### config.mk
export PLATFORM = sky130hd
export DESIGN_NAME = morse_tone_player
export DESIGN_NICKNAME = d
export VERILOG_FILES = /design/src/rtl/morse_tone_player.sv
export SDC_FILE = /design/constraint.sdc
export NUM_CORES = 1
export LEC_CHECK = 0
export CORE_MARGIN = 3
export CORE_UTILIZATION = 36
export DETAILED_ROUTE_END_ITERATION = 10
export GPL_TIMING_DRIVEN = 1
export RECOVER_POWER = 50
export SYNTH_ARGS = -nofsm -noshare
export SYNTH_HDL_FRONTEND = slang
export SYNTH_SLANG_ARGS = --single-unit
### constraint.sdc
create_clock -name clk -period 3.2 [get_ports clk]
set_input_delay 0.48 -clock clk [delete_from_list [all_inputs] [get_ports clk]]
set_output_delay 0.48 -clock clk [all_outputs]
set_load 0.02 [all_outputs]
### src/rtl/morse_tone_player.sv
// Morse pattern player: serialises a latched on/off unit pattern (LSB first) at a
// programmable unit rate and gates a square-wave tone onto beep, with repeat and abort.
module morse_tone_player #(
    parameter int PATTERN_W = 75,
    parameter int TONE_DIV  = 2000,
    parameter int UNIT_DIV  = 382000,
    parameter int GAP_UNITS = 7,
    parameter int LEN_W     = $clog2(PATTERN_W + 1)
) (
    input  logic                 clk,
    input  logic                 rst,
    input  logic                 start,
    input  logic [PATTERN_W-1:0] pattern,
    input  logic [LEN_W-1:0]     length,
    input  logic                 repeat_en,
    input  logic                 stop,
    output logic                 busy,
    output logic                 done,
    output logic [LEN_W-1:0]     bit_idx,
    output logic                 beep
);

    localparam int UNIT_W = (UNIT_DIV > 1) ? $clog2(UNIT_DIV) : 1;
    localparam int TONE_W = (TONE_DIV > 1) ? $clog2(TONE_DIV) : 1;
    localparam int GAP_W  = (GAP_UNITS > 1) ? $clog2(GAP_UNITS) : 1;

    localparam logic [UNIT_W-1:0] UNIT_LAST = UNIT_W'(UNIT_DIV - 1);
    localparam logic [TONE_W-1:0] TONE_LAST = TONE_W'(TONE_DIV - 1);
    localparam logic [GAP_W-1:0]  GAP_LAST  = GAP_W'((GAP_UNITS > 0) ? GAP_UNITS - 1 : 0);
    localparam logic [LEN_W-1:0]  MAX_LEN   = LEN_W'(PATTERN_W);

    typedef enum logic [1:0] {
        IDLE,
        PLAY,
        GAP
    } state_e;

    state_e                 state_q, state_d;
    logic [PATTERN_W-1:0]   pat_q, pat_d;
    logic [LEN_W-1:0]       len_q, len_d;
    logic [LEN_W-1:0]       bit_idx_q, bit_idx_d;
    logic [UNIT_W-1:0]      unit_cnt_q, unit_cnt_d;
    logic [TONE_W-1:0]      tone_cnt_q, tone_cnt_d;
    logic [GAP_W-1:0]       gap_cnt_q, gap_cnt_d;
    logic                   tone_q, tone_d;
    logic                   done_q, done_d;

    logic [LEN_W-1:0]       eff_len;
    logic                   unit_end;
    logic                   last_unit;
    logic                   restart;
    logic                   to_idle;
    logic                   pat_bit;

    always_comb begin
        // NOTE: every signal gets a default before the case so no latch is inferred.
        state_d    = state_q;
        pat_d      = pat_q;
        len_d      = len_q;
        bit_idx_d  = bit_idx_q;
        unit_cnt_d = unit_cnt_q;
        tone_cnt_d = tone_cnt_q;
        gap_cnt_d  = gap_cnt_q;
        tone_d     = tone_q;
        done_d     = 1'b0;
        restart    = 1'b0;
        to_idle    = 1'b0;

        eff_len   = (length > MAX_LEN) ? MAX_LEN : length;
        unit_end  = (unit_cnt_q == UNIT_LAST);
        last_unit = ((bit_idx_q + LEN_W'(1)) == len_q);

        case (state_q)
            IDLE: begin
                if (start && !stop) begin
                    if (eff_len == '0) begin
                        done_d = 1'b1;
                    end else begin
                        pat_d   = pattern;
                        len_d   = eff_len;
                        restart = 1'b1;
                    end
                end
            end

            PLAY: begin
                if (stop) begin
                    to_idle = 1'b1;
                end else begin
                    if (tone_cnt_q == TONE_LAST) begin
                        tone_cnt_d = '0;
                        tone_d     = ~tone_q;
                    end else begin
                        tone_cnt_d = tone_cnt_q + TONE_W'(1);
                    end

                    if (!unit_end) begin
                        unit_cnt_d = unit_cnt_q + UNIT_W'(1);
                    end else if (!last_unit) begin
                        unit_cnt_d = '0;
                        bit_idx_d  = bit_idx_q + LEN_W'(1);
                    end else if (repeat_en && GAP_UNITS > 0) begin
                        state_d    = GAP;
                        unit_cnt_d = '0;
                        gap_cnt_d  = '0;
                        bit_idx_d  = '0;
                    end else if (repeat_en) begin
                        restart = 1'b1;
                    end else begin
                        to_idle = 1'b1;
                        done_d  = 1'b1;
                    end
                end
            end

            GAP: begin
                // The gap is GAP_UNITS whole units, counted as units x unit cycles.
                if (stop) begin
                    to_idle = 1'b1;
                end else if (!unit_end) begin
                    unit_cnt_d = unit_cnt_q + UNIT_W'(1);
                end else if (gap_cnt_q != GAP_LAST) begin
                    unit_cnt_d = '0;
                    gap_cnt_d  = gap_cnt_q + GAP_W'(1);
                end else if (repeat_en) begin
                    restart = 1'b1;
                end else begin
                    to_idle = 1'b1;
                    done_d  = 1'b1;
                end
            end

            default: to_idle = 1'b1;
        endcase

        if (restart) begin
            state_d    = PLAY;
            bit_idx_d  = '0;
            unit_cnt_d = '0;
            tone_cnt_d = '0;
            gap_cnt_d  = '0;
            tone_d     = 1'b1;
        end

        if (to_idle) begin
            state_d    = IDLE;
            bit_idx_d  = '0;
            unit_cnt_d = '0;
            tone_cnt_d = '0;
            gap_cnt_d  = '0;
            tone_d     = 1'b0;
        end
    end

    // NOTE: sequential state uses non-blocking assignments only.
    always_ff @(posedge clk or negedge rst) begin
        if (!rst) begin
            state_q    <= IDLE;
            pat_q      <= '0;
            len_q      <= '0;
            bit_idx_q  <= '0;
            unit_cnt_q <= '0;
            tone_cnt_q <= '0;
            gap_cnt_q  <= '0;
            tone_q     <= 1'b0;
            done_q     <= 1'b0;
        end else begin
            state_q    <= state_d;
            pat_q      <= pat_d;
            len_q      <= len_d;
            bit_idx_q  <= bit_idx_d;
            unit_cnt_q <= unit_cnt_d;
            tone_cnt_q <= tone_cnt_d;
            gap_cnt_q  <= gap_cnt_d;
            tone_q     <= tone_d;
            done_q     <= done_d;
        end
    end

    // Bit select written as a compare loop so the index width need not match the pattern.
    always_comb begin
        pat_bit = 1'b0;
        for (int i = 0; i < PATTERN_W; i++) begin
            if (bit_idx_q == LEN_W'(i)) pat_bit = pat_q[i];
        end
    end

    assign busy    = (state_q != IDLE);
    assign done    = done_q;
    assign bit_idx = bit_idx_q;
    assign beep    = tone_q & pat_bit & (state_q == PLAY);

endmodule

==> summary.md <==
| Metric | Value |
|---|---|
| Psw | 2.83 mW |
| Synth async-reset ratio | 100% |
| Register share of total power | 33.0% |
| Fmax | 301 MHz |
| Cell taking the most area after synthesis | dfrtp_1 |
| H-tree depth | 4 |
| Cells after DPL | 1256 |
| Slew Limit Fails | 47 |
| Via count | about 6800 |
| Final #Nets | 1122 |
| EDFF count, synth | 0 |
| Worst Skew | 0.0172 ns |
| Maxcap violations | 1 |
| WP buf/inv | 3 |
| CP most frequent cell | buf_6 |
| Critical path class | reg2out |
| Synth Register Bits | 126 |
| Leak | between 4 and 5 nW |
| Net Count, Synth | around 980 |
| Core region area | 19100 um^2 |
| Most common cell in the netlist | nand2_1 |
| Largest net degree at the start of global routing | 94 |
| Top FF cell, synth | dfrtp_1 |
| DP Wirelength | 15100 um |
| Vias/cell | 5.24 |
| RSZ-0062 raised after global routing | true |
| Post-synth top cells | nand2_1 (261), dfrtp_1 (126), o21ai_0 (69) |
| Port bufs | 96 |
| Max_slew headroom | -79.4% |
| TritonCTS Buffers | 17 |
| DRC | 0 |
| Clock power share | 27.8% |
| Clock tree from TritonCTS | built |
| CTS Root Cell | clkbuf_16 |
| Clock latency on the worst-skew pair | ~0.43 ns |
| Drt pass-1 iters | 5 |
| # setup viols final | 1 |
| Core Util, Final | about half |
| Synth Warn # | 0 |
| # rows | 50 |
| Failing checks | max-capacitance violations, max-slew violations, negative setup slack |
| CP Launch Type | register |
| Hold Crit Class | reg2reg |
| Routed WL per cell | 16.6 um |
| Synth top area share | 44.0% |
| Crit path cell chain | buf_6 > ha_4 > buf_12 > a221oi_4 > a2111oi_2 > a311o_1 > a311oi_2 > o311ai_2 > a21oi_2 > nor2_2 > buf_6 |
| Starting DRT DRC Count | 459 |
| Period utilization | 104% |
| Setup WS pre-CTS | -0.179 ns |
| Comb pwr share | 39.2% |
| Diode count | 0 |
| Max FO, Critical Path | 6 |
| Crit end category | output pin |
| Die Wd | 147 um |
| Max incr delay on CP | 0.44 ns |
| Fin area | between 9000 and 10000 um^2 |
| Sw Share | between 30% and 40% |
| Measured slew at the worst slew-check pin | between 2 and 3 ns |
| GPL Wtd Cong | 0.916 |
| Mapped Avg Cell Area | 8.10 um^2 |
| Layout area overhead | 36.3% |
| Final min period | ~3.3 ns |
| Maximum VDD drop | 0.412 mV |
| Final worst slack | -0.123 ns |
| Clock Sinks | 126 |
| First-pass GRT wire length | 35400 um |
| Hold buffers post-CTS | 0 |
| Vias in the first global route | 6637 |
| CTS max path bufs | 2 |
| Hold Vio Cnt, Final | 0 |
| CP top delay family | compound AO/OA/AOI/OAI gates |
| Crit-path slowest cell | dfrtp_2 |
| Crit path DAT | between 2 and 3 ns |
| Critical path data required time | roughly 2.7 ns |
| Cell area after synthesis | between 7000 and 8000 um^2 |
| Placement Cell Area | 8810 um^2 |
| WL final | 21600 um |
| I/O Pins | between 90 and 100 |
| Layout Cells excl Fill | about 1300 |
| Initial antenna violation count | 0 |
| Initial core utilization | 37.4% |
| TNS Setup | -0.123 ns |
| Share of layout cells above drive strength 1 | 15.5% |
| Synth unique cells | 70 |
| Total GRT Usage | approximately 20% |
| PD cells | ~800 nW/um^2 |
| Die Height | about 150 um |
| Status | finished with violations |
| Cells after Synth | 885 |
| ANT nets after route | 0 |
| Synth top area cells | dfrtp_1 (44%), nand2_1 (14%), o21ai_0 (4.8%) |
| P_int | 4.83 mW |
| Clock transition at path regs | 0.06 ns |
| GR Overflow Total | 0 |
| Sequential share of the synthesized area | 44.0% |
| Die area | 21600 um^2 |
## power groups by stage
stage	Clock (mW)	Combinational [mW]	Sequential, mW
floorplan	0	1.68	2.38
global placement	0	2.71	2.53
detailed placement	0	2.75	2.52
CTS	2.17	2.89	2.50
global route	2.25	3.35	2.59
finish	2.13	3.00	2.53
## final cells by class
| class | count | area (um^2) |
|---|---|---|
| Multi-Input combinational cell | 675 | 3870 |
| Tap cell | 260 | 325 |
| Inverter | 29 | 111 |
| Timing Repair Buffer | 174 | 1650 |
| Fill cell | 1840 | 9380 |
| Sequential cell | 126 | 3160 |
| Clock buffer | 17 | 425 |
| Clock inverter | 15 | 219 |
## tightest hold or removal path, cell delays in order, from the launching register on
cell and delay, ns:
dfrtp_1 0.34, nand2_1 0.05, nand2_1 0.05
## repair_timing
| item | 4_1_cts | 5_1_grt |
|---|---|---|
| pin swaps | 10 | 17 |
| endpoints found under the setup margin | 1 | 17 |
| gates cloned | 2 | 1 |
| buffers inserted | 4 | 3 |
| hold endpoints to repair | 0 | 0 |
| resized for setup | 35 | 28 |
## sequential cells by signal (all words and copies together), names as in the netlist
signal and count:
bit_idx 7, done 1, gap_cnt_q 3, len_q 7, pat_q 75, state_q 2
tone_cnt_q 11, tone_q 1, unit_cnt_q 19
## layer usage
layer  vias up  GRT usage [%]  share of wire (%)
met1      3206           30.4                 49
met2       192           29.4                 44
met4         0           5.82                1.3
met5         -              0                  0
li1       3364              -                  -
met3        23           4.26                5.5
## worst paths after layout
path / start / endpoint / slack (ns) / cells past startpoint
max in group asynchronous: rst / pat_q[28] / 0.52 / 2
min reg2reg: pat_q[5] / pat_q[5] / 0.48 / 2
min: pat_q[5] / pat_q[5] / 0.48 / 2
min in group asynchronous: rst / unit_cnt_q[16] / 0.91 / 1
max: bit_idx[1] / beep / -0.12 / 11
max reg2reg: bit_idx[0] / unit_cnt_q[15] / 0.19 / 14
## cells in the final DEF, fill, tap and decap left out, drive strengths merged, types with 5 or more instances in the layout
| cell type | instances |
|---|---|
| a211oi | 7 |
| a21oi | 42 |
| a221o | 5 |
| a221oi | 9 |
| and3 | 11 |
| buf | 77 |
| bufinv | 5 |
| clkbuf | 20 |
| clkdlybuf4s50 | 90 |
| clkinv | 6 |
| dfrtp | 126 |
| ha | 12 |
| inv | 30 |
| nand2 | 262 |
| nand2b | 17 |
| nand3 | 25 |
| nand3b | 7 |
| nand4 | 9 |
| nor2 | 46 |
| nor2b | 18 |
| nor3 | 8 |
| nor3b | 6 |
| nor4 | 5 |
| o211ai | 9 |
| o21ai | 74 |
| o22ai | 6 |
| o31ai | 17 |
| o41ai | 5 |
| or3 | 5 |
| or4 | 6 |
| xor2 | 6 |
## logic make-up after synthesis
| kind of cell | synth area share, % |
|---|---|
| muxes | 0.140 |
| xor gates and xnor gates | 1.10 |
| adders and majority gates | 2.10 |
| buffers and inverters | 4.59 |
| and+or+nand+nor | 28.1 |
| DFF | 44.0 |
| AOI/OAI and AO/OA | 20.0 |
## metrics by stage
step | hold WS (ns) | power, mW
6_report | 0.479 | 7.66
5_1_grt | 0.499 | 8.19
4_1_cts | 0.107 | 7.57
3_5_place_dp | 0.464 | 5.27
3_3_place_gp | 0.460 | 5.24
2_1_floorplan | 0.184 | 4.05
No activity file was read; power rests on OpenSTA's default activity.
